## src/rtl/spi_peripheral.sv

```systemverilog
// ----------------------------------------------------------------------------
// spi_peripheral
//
// SPI mode-0 (CPOL=0, CPHA=0), MSB-first peripheral, oversampled by i_clk.
// SCLK, CS_N and MOSI are brought into the i_clk domain through 2-flop
// synchronizers; a third registered stage on SCLK and CS_N provides edge
// detection. A one-byte TX holding buffer feeds the TX shift register at
// frame start and after every completed byte, so a host can stream
// back-to-back bytes inside one chip-select window.
//
// Ports
//   i_clk        system clock, rising edge
//   i_rst_n      asynchronous active-low reset
//   i_sclk       SPI clock from controller (asynchronous)
//   i_cs_n       SPI chip select, active low (asynchronous)
//   i_mosi       SPI data in (asynchronous)
//   o_miso       SPI data out, 0 while idle
//   i_tx_data    byte to transmit
//   i_tx_load_n  active-low strobe capturing i_tx_data into the buffer
//   o_tx_ready   holding buffer empty
//   o_rx_data    last completely received byte
//   o_rx_valid   one-cycle pulse when o_rx_data updates
//   o_busy       chip-select window active
//
// Only DATA_W = 8 is supported.
// ----------------------------------------------------------------------------
module spi_peripheral #(
    parameter int DATA_W = 8
) (
    input  logic              i_clk,
    input  logic              i_rst_n,
    input  logic              i_sclk,
    input  logic              i_cs_n,
    input  logic              i_mosi,
    output logic              o_miso,
    input  logic [DATA_W-1:0] i_tx_data,
    input  logic              i_tx_load_n,
    output logic              o_tx_ready,
    output logic [DATA_W-1:0] o_rx_data,
    output logic              o_rx_valid,
    output logic              o_busy
);

    localparam int CNT_W = $clog2(DATA_W);

    typedef enum logic {
        IDLE   = 1'b0,
        ACTIVE = 1'b1
    } state_e;

    state_e            state_q, state_d;
    logic [2:0]        sclk_sync_q, sclk_sync_d;   // [0] stage 1, [1] stage 2, [2] edge stage
    logic [2:0]        cs_sync_q, cs_sync_d;
    logic [1:0]        mosi_sync_q, mosi_sync_d;
    logic [CNT_W-1:0]  bit_cnt_q, bit_cnt_d;
    logic [DATA_W-1:0] rx_shift_q, rx_shift_d;
    logic [DATA_W-1:0] rx_data_q, rx_data_d;
    logic              rx_valid_q, rx_valid_d;
    logic [DATA_W-1:0] tx_shift_q, tx_shift_d;
    logic [DATA_W-1:0] hold_q, hold_d;
    logic              hold_full_q, hold_full_d;
    logic              byte_done_q, byte_done_d;   // a byte completed, TX reload pending

    logic              sclk_rise, sclk_fall, cs_rise, cs_fall;
    logic              mosi_s;
    logic              start_frame, load_accept, transfer;
    logic [DATA_W-1:0] hold_out;

    // ------------------------------------------------------------------
    // Synchronizers and edge detection
    // ------------------------------------------------------------------
    always_comb begin
        sclk_sync_d = {sclk_sync_q[1:0], i_sclk};
        cs_sync_d   = {cs_sync_q[1:0], i_cs_n};
        mosi_sync_d = {mosi_sync_q[0], i_mosi};
    end

    assign sclk_rise = sclk_sync_q[1] & ~sclk_sync_q[2];
    assign sclk_fall = ~sclk_sync_q[1] & sclk_sync_q[2];
    assign cs_rise   = cs_sync_q[1] & ~cs_sync_q[2];
    assign cs_fall   = ~cs_sync_q[1] & cs_sync_q[2];
    assign mosi_s    = mosi_sync_q[1];

    // ------------------------------------------------------------------
    // FSM: state register
    // ------------------------------------------------------------------
    always_ff @(posedge i_clk or negedge i_rst_n) begin
        if (!i_rst_n) begin
            state_q <= IDLE;
        end else begin
            // NOTE: non-blocking assignments in clocked blocks so every flop
            // samples the pre-edge value of every other flop.
            state_q <= state_d;
        end
    end

    // FSM: next state
    always_comb begin
        // NOTE: every combinational output gets a default first, so no path
        // leaves it unassigned and no latch is inferred.
        state_d = state_q;
        case (state_q)
            IDLE:    if (cs_fall) state_d = ACTIVE;
            ACTIVE:  if (cs_rise) state_d = IDLE;
            default: state_d = IDLE;
        endcase
    end

    // FSM: outputs
    always_comb begin
        o_busy = 1'b0;
        o_miso = 1'b0;
        if (state_q == ACTIVE) begin
            o_busy = 1'b1;
            o_miso = tx_shift_q[DATA_W-1];
        end
    end

    // ------------------------------------------------------------------
    // Datapath: shift registers, bit counter, holding buffer
    // ------------------------------------------------------------------
    assign start_frame = (state_q == IDLE) && cs_fall;
    assign load_accept = ~i_tx_load_n & ~hold_full_q;
    assign hold_out    = hold_full_q ? hold_q : '0;

    always_comb begin
        bit_cnt_d   = bit_cnt_q;
        rx_shift_d  = rx_shift_q;
        rx_data_d   = rx_data_q;
        rx_valid_d  = 1'b0;
        tx_shift_d  = tx_shift_q;
        byte_done_d = byte_done_q;
        hold_d      = hold_q;
        hold_full_d = hold_full_q;
        transfer    = 1'b0;

        if (start_frame) begin
            bit_cnt_d   = '0;
            byte_done_d = 1'b0;
            tx_shift_d  = hold_out;
            transfer    = 1'b1;
        end else if ((state_q == ACTIVE) && !cs_rise) begin
            // A CS rise wins over a coincident SCLK edge: nothing is sampled.
            if (sclk_rise) begin
                rx_shift_d = {rx_shift_q[DATA_W-2:0], mosi_s};
                bit_cnt_d  = bit_cnt_q + 1'b1;
                if (bit_cnt_q == CNT_W'(DATA_W - 1)) begin
                    rx_data_d   = rx_shift_d;
                    rx_valid_d  = 1'b1;
                    byte_done_d = 1'b1;
                end
            end else if (sclk_fall) begin
                if (bit_cnt_q != '0) begin
                    tx_shift_d = tx_shift_q << 1;
                end else if (byte_done_q) begin
                    // Byte boundary: next byte comes from the holding buffer.
                    tx_shift_d  = hold_out;
                    byte_done_d = 1'b0;
                    transfer    = 1'b1;
                end
            end
        end

        // A load can only be accepted while the buffer is empty, so when it
        // coincides with a transfer the shift register gets 0x00 and the
        // new byte stays pending with the buffer marked full.
        if (load_accept) begin
            hold_d      = i_tx_data;
            hold_full_d = 1'b1;
        end else if (transfer) begin
            hold_full_d = 1'b0;
        end
    end

    always_ff @(posedge i_clk or negedge i_rst_n) begin
        if (!i_rst_n) begin
            sclk_sync_q <= 3'b000;
            cs_sync_q   <= 3'b111;
            mosi_sync_q <= 2'b00;
            bit_cnt_q   <= '0;
            rx_shift_q  <= '0;
            rx_data_q   <= '0;
            rx_valid_q  <= 1'b0;
            tx_shift_q  <= '0;
            hold_q      <= '0;
            hold_full_q <= 1'b0;
            byte_done_q <= 1'b0;
        end else begin
            sclk_sync_q <= sclk_sync_d;
            cs_sync_q   <= cs_sync_d;
            mosi_sync_q <= mosi_sync_d;
            bit_cnt_q   <= bit_cnt_d;
            rx_shift_q  <= rx_shift_d;
            rx_data_q   <= rx_data_d;
            rx_valid_q  <= rx_valid_d;
            tx_shift_q  <= tx_shift_d;
            hold_q      <= hold_d;
            hold_full_q <= hold_full_d;
            byte_done_q <= byte_done_d;
        end
    end

    assign o_rx_data  = rx_data_q;
    assign o_rx_valid = rx_valid_q;
    assign o_tx_ready = ~hold_full_q;

endmodule

```

## config.mk

```make
export PLATFORM = sky130hd
export DESIGN_NAME = spi_peripheral
export DESIGN_NICKNAME = d
export VERILOG_FILES = /design/src/rtl/spi_peripheral.sv
export SDC_FILE = /design/constraint.sdc
export NUM_CORES = 1
export LEC_CHECK = 0
export ABC_CLOCK_PERIOD_IN_PS = 2000
export CORE_MARGIN = 8
export CORE_UTILIZATION = 25
export DETAILED_ROUTE_END_ITERATION = 6
export PLACE_DENSITY = 0.4
export SKIP_CTS_REPAIR_TIMING = 1
export SYNTH_ARGS = -nofsm -noshare
export SYNTH_HDL_FRONTEND = slang
export SYNTH_SLANG_ARGS = --single-unit
```

## constraint.sdc

```tcl
create_clock -name i_clk -period 2 [get_ports i_clk]
set_input_delay 0.3 -clock i_clk [delete_from_list [all_inputs] [get_ports i_clk]]
set_output_delay 0.3 -clock i_clk [all_outputs]
set_load 0.03 [all_outputs]
```

Word-level counts from Yosys, hierarchy flattened

Index checks and enable logic that the tools add are counted.

Flip-flop bits (word level): 46
Bits of input ports: 14
Output and inout bits: 12
Logic and storage cells: 78

$add $sub $neg: 1
Equality and inequality tests: 4
Muxes and demuxes: 33
Bitwise operators: 13
Reduce and logical (&&, ||, !) cells: 15

Operator list:

| cell                                           | number |
|---|---|
| 2-to-1 mux 8 bit                               | 7 |
| 2-to-1 mux 1 bit                               | 22 |
| AND reduction 4 bit                            | 3 |
| 2-to-1 mux 3 bit                               | 3 |
| nonzero test 3 bit                             | 3 |
| NOT 1 bit                                      | 8 |
| nonzero test 2 bit                             | 4 |
| AND 1 bit                                      | 5 |
| adder 3 x 1 -> 3 bit (second input constant)   | 1 |
| == test 3 bit (second input constant)          | 1 |
| != test 3 x 1 -> 1 bit (second input constant) | 1 |
| != test 3 bit (second input constant)          | 1 |
| AND reduction 3 bit                            | 1 |
| logical AND 1 bit                              | 2 |
| != test 2 x 1 -> 1 bit (second input constant) | 1 |
| case mux 1 bit (2 select lines)                | 1 |
| AND reduction 2 bit                            | 1 |
| zero test 1 bit                                | 1 |

Logic depth before layout (Yosys ltp)

Gate-level depths: netlist (run 1).

Depth after elaboration: 8
Gate-level depth with buffers: 8
Gate-level depth less buffers: 6

Least setup slack after synthesis (run 1)

Ideal clock, no wire load.

Path kind: register -> register
Start: reg state_q
End: reg tx_shift_q[1]
Library setup time: 0.125 ns
Arrival: 1.661 ns
Required time: 1.875 ns
Slack: 0.215 ns
Cell stages (with the launch flop): 6
Path buffers: 2
Clock period less this slack: 1.785 ns
Path through: dfrtp_1 -> buf_6 -> or3b_4 -> buf_6 -> o31ai_4 -> mux2_2

Cells in the longest elaborated chain, start to end: 4
Elaborated cells on any way between the ends: 9
Classes of those cells: eq/ne: 1; mux: 1; bitwise: 1; reduce/logical: 6

RTL lines:

| item                                                     | line | RTL |
|---|---|---|
| from (decl)                                              | 51   | `state_e state_q, state_d;` |
| from (signal assigned)                                   | 93   | `state_q <= state_d;` |
| NOT 1 bit                                                | --   |  |
| logical AND 1 bit                                        | 122  | `assign start_frame = (state_q == IDLE) && cs_fall;` |
| != test 2 x 1 -> 1 bit (no line) (tied with other cells) | --   |  |
| AND reduction 4 bit (no line)                            | --   |  |
| to (signal assigned)                                     | 196  | `tx_shift_q <= tx_shift_d;` |
| to (decl)                                                | 59   | `logic [DATA_W-1:0] tx_shift_q, tx_shift_d;` |

Several ways; a longest one is shown, not always the timed one.
A chain may end at the register's enable or synchronous reset.

Worst setup path in the final report (run 1)

Start: reg cs_sync_q[2]
End: reg tx_shift_q[2]

Cells in the longest elaborated chain, start to end: 6
Elaborated cells on any way between the ends: 12
Classes of those cells: eq/ne: 1; mux: 1; bitwise: 3; reduce/logical: 7

RTL lines:

| item                          | line | RTL |
|---|---|---|
| from (decl)                   | 53   | `logic [2:0] cs_sync_q, cs_sync_d;` |
| from (signal assigned)        | 190  | `cs_sync_q <= cs_sync_d;` |
| NOT 1 bit                     | 80   | `assign cs_rise = cs_sync_q[1] & ~cs_sync_q[2];` |
| AND 1 bit                     | 80   |  |
| zero test 1 bit               | 142  | `end else if ((state_q == ACTIVE) && !cs_rise) begin` |
| logical AND 1 bit             | 142  |  |
| nonzero test 2 bit (no line)  | --   |  |
| AND reduction 4 bit (no line) | --   |  |

Several ways; a longest one is shown, not always the timed one.

==> results of run 1 <==
## through the flow
| stage | instance area (um^2) | hold WS, ns | power [uW] |
|---|---|---|---|
| 5_1_grt | 2411 | 0.02123 | 2786 |
| 4_1_cts | 2410 | -0.002726 | 2648 |
| 6_report | 2411 | -0.02174 | 2586 |
| 3_5_place_dp | 2318 | 0.3221 | 2061 |
| 3_3_place_gp | 2318 | 0.3117 | 2025 |
| 2_1_floorplan | 1933 | 0.004409 | 1806 |
## per-layer routing
layer	vias up	routed length [um]	global-route usage
met3	5	158	0.02540
met1	603	1622	0.08126
met4	0	43	0.02792
li1	577	-	-
met2	24	1863	0.1283
met5	-	0	0
## layout make-up
| cell class | instances | area, um^2 | share of cell area |
|---|---|---|---|
| clock buffer | 7 | 86.33 | 0.03581 |
| clock inverter | 1 | 5.005 | 0.002076 |
| inverter | 6 | 22.52 | 0.009341 |
| multi-input combinational | 91 | 710.7 | 0.2948 |
| sequential | 46 | 1156 | 0.4795 |
| tap | 102 | 127.6 | 0.05293 |
| timing repair buffer | 31 | 302.8 | 0.1256 |
## power by group through the flow
| stage | registers [uW] | clock network (uW) | logic (uW) |
|---|---|---|---|
| global placement | 1340 | 0 | 683 |
| CTS | 1340 | 600 | 712 |
| global route | 1370 | 632 | 782 |
| finish | 1330 | 564 | 692 |
| detailed placement | 1350 | 0 | 709 |
| floorplan | 1320 | 0 | 491 |
## worst min path at each step
stage / to / slack [ns] / cells past startpoint
after CTS: hold_q[0] / -0.003 / 1
after global placement: hold_q[1] / 0.31 / 1
after detailed placement: hold_q[0] / 0.32 / 1
after floorplan: bit_cnt_q[0] / 0.004 / 0
after global routing: hold_q[0] / 0.02 / 1
final: hold_q[0] / -0.02 / 1
## cells by family (layout without fill, tap and decap cells)
kind of cell    Yosys count  after routing  synth area share
compound gates           17             17           0.05567
mux                      31             31            0.1825
simple gates             38             38           0.09710
fa+ha+maj                 5              5           0.03236
buf+inv                  13             45           0.03495
flops                    46             46            0.5974
## synthesized netlist by cell type
library cell | instances | area [um^2]
a21oi_1 | 6 | 30.03
and2_0 | 1 | 6.260
and2_1 | 1 | 6.260
buf_2 | 3 | 15.01
buf_6 | 2 | 22.52
clkbuf_1 | 2 | 7.510
dfrtp_1 | 43 | 1076
dfstp_2 | 3 | 78.83
ha_1 | 5 | 62.56
inv_1 | 6 | 22.52
mux2_2 | 30 | 337.8
mux2_4 | 1 | 15.01
nand2_1 | 11 | 41.29
nand2_2 | 1 | 6.260
nand2b_1 | 3 | 18.77
nand3_1 | 8 | 40.04
nand4_1 | 1 | 6.260
nor2_1 | 6 | 22.52
nor3_1 | 3 | 15.01
nor4_1 | 1 | 6.260
o211a_1 | 1 | 10.01
o21ai_0 | 8 | 40.04
o22ai_1 | 1 | 6.260
o31ai_4 | 1 | 21.27
or3b_4 | 1 | 11.26
or4_1 | 1 | 7.510
## flip-flops by register name (all words and copies together), names as in the netlist
name         cells
hold_q           8
o_rx_data        8
tx_shift_q       8
rx_shift_q       7
bit_cnt_q        3
cs_sync_q        3
sclk_sync_q      3
mosi_sync_q      2
byte_done_q      1
hold_full_q      1
o_rx_valid       1
state_q          1
==> flow_metrics.env, run 1 <==
export IMPL_status="finished, violations left"
export IMPL_failed_checks="negative hold slack"
export IMPL_layout_common_cells="dfrtp_1, mux2_2, clkdlybuf4s50_1, nand2_1"
export IMPL_synth_seq_cells=46
export IMPL_rows=32
export IMPL_crit_arrival_ns=2.05
export IMPL_drc=0
export IMPL_clock_skew_ns=0.007809
export IMPL_wl_um=3687
export IMPL_ys_warn_count=0
export IMPL_critPathTopFamily="flip-flops"
export IMPL_chipHeight_um=103.9
export IMPL_htree_levels=2
export IMPL_clock_path_buffers=2
export IMPL_vdd_drop_max_uv=376.7
export IMPL_final_common_cell="dfrtp_1"
export IMPL_grt_max_degree=25
export IMPL_grt_overflow=0
export IMPL_final_hold_viol_count=23
export IMPL_drive_above_1_share=0.2857
export IMPL_cts_root_buf="clkbuf_8"
export IMPL_p_leak_uw=0.001089
export IMPL_coreArea_mm2=0.007607
export IMPL_num_io_pins=26
export IMPL_viasPerCell=4.257
export IMPL_cap_violations=0
export IMPL_p_int_uw=1833
export IMPL_n_fill_cell=784
export IMPL_post_route_period_util=0.9349
export IMPL_power_density_mw_per_mm2=1073
export IMPL_clkPwrFrac=0.218
export IMPL_syn2layout_area_growth_pct=24.72
export IMPL_detail_route_wl_per_cell_um=12.98
export IMPL_worstSetupEndpoint="tx_shift_q[2]"
export IMPL_p_switching_uw=752.4
export IMPL_antenna_left=0
export IMPL_clk_latency_ns=0.29
export IMPL_setup_tns_ns=0
export IMPL_ys_types=26
export IMPL_drv_slew=0
export IMPL_stdcell_count=284
export IMPL_diodes=0
export IMPL_cp_buffers_inverters=0
export IMPL_tightestPinTransition_ns=0.5404
export IMPL_crit_start="cs_sync_q[2]"
export IMPL_fin_util=0.3169
export IMPL_clock_sinks=46
export IMPL_grt_pass1_vias=1427
export IMPL_crit_fanout=8
export IMPL_max_freq_mhz=534.8
export IMPL_placed_cells=276
export IMPL_place_ws_ns=0.1280
export IMPL_die_area_mm2=0.01080
export IMPL_fin_crit_ns=1.870
export IMPL_grt_usage=0.07391
export IMPL_cp_cell_sequence="nand2b_1 > nand2_2 > o31ai_4 > mux2_2"
export IMPL_hold_slack_ns=-0.02174
export IMPL_rsz0062_at_grt="false"
export IMPL_slew_headroom=0.6397
export IMPL_critPathMaxStageDelay_ns=0.54
export IMPL_vias=1209
export IMPL_hp_class="in2async"
export IMPL_path_clk_slew_ns=0.08
export IMPL_crit_path_end_kind="register"
export IMPL_cts_buffers=5
export IMPL_r2r_end="tx_shift_q[2]"
export IMPL_path_depth=4
export IMPL_cts_tree="built"
export IMPL_drt_iter0_drc=34
export IMPL_grt_pass1_wl_um=6499
export IMPL_ys_seq_area_frac=0.5974
export IMPL_synth_area_mm2=0.001933
export IMPL_setup_slack_ns=0.1302
export IMPL_rr_worst_depth=4
export IMPL_r2r_slack_ns=0.13
export IMPL_initial_utilization=0.2541
export IMPL_syn_area_per_cell_um2=12.89
export IMPL_setup_viol=0
export IMPL_r2r_start="cs_sync_q[2]"
export IMPL_gp_congestion=0.7116
export IMPL_path_class="reg2reg"
export IMPL_die_w_um=103.9
export IMPL_syn_nets=169
export IMPL_io_buffers=25
export IMPL_syn_inst=150
export IMPL_sequentialPowerShare=0.514
export IMPL_antenna_found_initial=0
export IMPL_p_sw_frac=0.2910
export IMPL_fin_nets=200
export IMPL_start_kind="register"
export IMPL_hpwl_um=2789
export IMPL_critPathRequiredTime_ns=2.18
export IMPL_detail_route_first_pass_iterations=4
export IMPL_cpMaxStageDelayCell="dfstp_2"
export IMPL_comb_power_share=0.267
Note: power is estimated with default switching activity, not from simulation.
==> inputs of run 2 (changes only) <==
--- a/config.mk
+++ b/config.mk
@@ -5,7 +5,7 @@
 export SDC_FILE = /design/constraint.sdc
 export NUM_CORES = 1
 export LEC_CHECK = 0
-export ABC_CLOCK_PERIOD_IN_PS = 2000
+export ABC_CLOCK_PERIOD_IN_PS = 2009
 export CORE_MARGIN = 8
 export CORE_UTILIZATION = 25
 export DETAILED_ROUTE_END_ITERATION = 6
==> constraint.sdc (replaced) <==
create_clock -name i_clk -period 2.01 [get_ports i_clk]
set_input_delay 0.3015 -clock i_clk [delete_from_list [all_inputs] [get_ports i_clk]]
set_output_delay 0.3015 -clock i_clk [all_outputs]
set_load 0.005 [all_outputs]
==> run 2 against run 1 <==
The run now ends clean. Design area decreased by 0.42%. Via count decreased by 0.25%. First-iteration DRC count decreased by 15%. Final cell count unchanged. Critical path type unchanged. Sequential power about the same. Largest power group unchanged. Hold slack improved by 0.10 ns. Clock-buffer cell count decreased by 1. Critical path depth increased by 2. Sequential share of layout area increased by 0.15 points. Register-to-register slack got worse by 0.04 ns. Clock skew decreased by 0.0011 ns. Global-route usage increased by 0.37 points.
==> flow_metrics.env, run 2 (synthesis results as in run 1) <==
export IMPL_htree_levels=2
export IMPL_hpwl_um=2750
export IMPL_chipHeight_um=103.9
export IMPL_drc=0
export IMPL_wl_um=3915
export IMPL_placed_cells=275
export IMPL_max_freq_mhz=520.4
export IMPL_detail_route_wl_per_cell_um=13.79
export IMPL_critPathTopFamily="compound AO/OA/AOI/OAI gates"
export IMPL_setup_tns_ns=0
export IMPL_grt_max_degree=35
export IMPL_rows=32
export IMPL_crit_fanout=8
export IMPL_layout_common_cells="dfrtp_1, mux2_2, clkdlybuf4s50_1, nand2_1"
export IMPL_rr_worst_depth=6
export IMPL_drv_slew=0
export IMPL_crit_start="bit_cnt_q[0]"
export IMPL_critPathMaxStageDelay_ns=0.52
export IMPL_hold_slack_ns=0.07859
export IMPL_diodes=0
export IMPL_cts_tree="built"
export IMPL_tightestPinTransition_ns=0.7824
export IMPL_crit_path_end_kind="register"
export IMPL_worstSetupEndpoint="tx_shift_q[3]"
export IMPL_cap_violations=0
export IMPL_clock_skew_ns=0.006721
export IMPL_path_class="reg2reg"
export IMPL_placed_area_mm2=0.002298
export IMPL_fin_nets=200
export IMPL_clock_sinks=46
export IMPL_die_area_mm2=0.01080
export IMPL_die_w_um=103.9
export IMPL_setup_viol=0
export IMPL_initial_utilization=0.2541
export IMPL_cp_cell_sequence="inv_1 > ha_1 > nand2b_1 > o21ai_0 > o31ai_4 > mux2_2"
export IMPL_start_kind="register"
export IMPL_coreArea_mm2=0.007607
export IMPL_post_route_period_util=0.9561
export IMPL_stdcell_count=284
export IMPL_cts_buffers=5
export IMPL_clock_path_buffers=2
export IMPL_p_leak_uw=0.001085
export IMPL_io_buffers=25
export IMPL_viasPerCell=4.246
export IMPL_grt_overflow=0
export IMPL_grt_pass1_vias=1367
export IMPL_drive_above_1_share=0.2857
export IMPL_critPathRequiredTime_ns=2.19
export IMPL_grt_pass1_wl_um=6768
export IMPL_cts_root_buf="clkbuf_8"
export IMPL_clk_latency_ns=0.29
export IMPL_drt_iter0_drc=29
export IMPL_final_hold_viol_count=0
export IMPL_detail_route_first_pass_iterations=4
export IMPL_power_density_mw_per_mm2=1056
export IMPL_grt_usage=0.07760
export IMPL_slew_headroom=0.4784
export IMPL_syn2layout_area_growth_pct=24.21
export IMPL_antenna_found_initial=0
export IMPL_r2r_end="tx_shift_q[3]"
export IMPL_hp_class="in2async"
export IMPL_path_clk_slew_ns=0.09
export IMPL_cp_buffers_inverters=1
export IMPL_r2r_start="bit_cnt_q[0]"
export IMPL_cpMaxStageDelayCell="o31ai_4"
export IMPL_rsz0062_at_grt="true"
export IMPL_vdd_drop_max_uv=334.6
export IMPL_crit_arrival_ns=2.10
export IMPL_antenna_left=0
export IMPL_power_total_uw=2535
export IMPL_vias=1206
export IMPL_path_depth=6
export IMPL_fin_crit_ns=1.922
export IMPL_num_io_pins=26
export IMPL_r2r_slack_ns=0.09
export IMPL_fin_area_mm2=0.002401
export IMPL_final_common_cell="dfrtp_1"
export IMPL_status="finished, final reports clean"
export IMPL_gp_congestion=0.7373
## run 2: worst register-to-register path: cells and delay by family (launching register included)
family,cells,cell delay (ns)
flops,1,0.41
simple gates,1,0.08
buf+inv,1,0.08
fa+ha+maj,1,0.20
compound gates,2,0.64
mux,1,0.40
## run 2: area by class of cell
class / instances / area (um^2)
Inverter: 6 / 22.52
Fill cell: 795 / 5206
Tap cell: 102 / 127.6
Clock inverter: 2 / 12.51
Clock buffer: 6 / 82.58
Multi-Input combinational cell: 91 / 710.7
Timing Repair Buffer: 31 / 290.3
Sequential cell: 46 / 1155
## run 2: routing by layer
layer  vias to the layer above  share of wire  track usage  wire (um)
li1                        574              -            -          -
met1                       609           0.44      0.09149       1704
met2                        21           0.51       0.1256       1978
met3                         2          0.051      0.02974        200
met4                         0         0.0082      0.02792         32
met5                         -              0            0          0
## run 2: power breakdown
group	internal, uW	switching (uW)
sequential	1180	178
clock	277	305
combinational	356	245
## run 2: how the worst min path moves through the flow
stage,from,to,slack [ns],depth (start not counted)
2_1_floorplan,i_rst_n,bit_cnt_q[0],0.006,0
3_3_place_gp,sclk_sync_q[0],sclk_sync_q[1],0.34,0
3_5_place_dp,mosi_sync_q[0],mosi_sync_q[1],0.34,0
4_1_cts,i_rst_n,hold_q[5],0.12,1
5_1_grt,i_rst_n,hold_q[5],0.14,1
6_report,i_rst_n,hold_q[5],0.08,1
## run 2: through the flow
step / util / setup WS (ns)
after floorplan: - / 0.3076
final: 0.3156 / 0.08833
after global routing: 0.3156 / -0.01145
after global placement: 0.3021 / 0.1027
after detailed placement: 0.3021 / 0.08081
after CTS: 0.3146 / 0.06171
==> inputs of run 3 (changes only) <==
--- a/config.mk
+++ b/config.mk
@@ -11,6 +11,7 @@
 export DETAILED_ROUTE_END_ITERATION = 6
 export PLACE_DENSITY = 0.4
 export SKIP_CTS_REPAIR_TIMING = 1
+export SKIP_LAST_GASP = 1
 export SYNTH_ARGS = -nofsm -noshare
 export SYNTH_HDL_FRONTEND = slang
 export SYNTH_SLANG_ARGS = --single-unit
==> results of run 3 <==
Same layout as run 2: the final DEF is identical, and so are final timing and power.
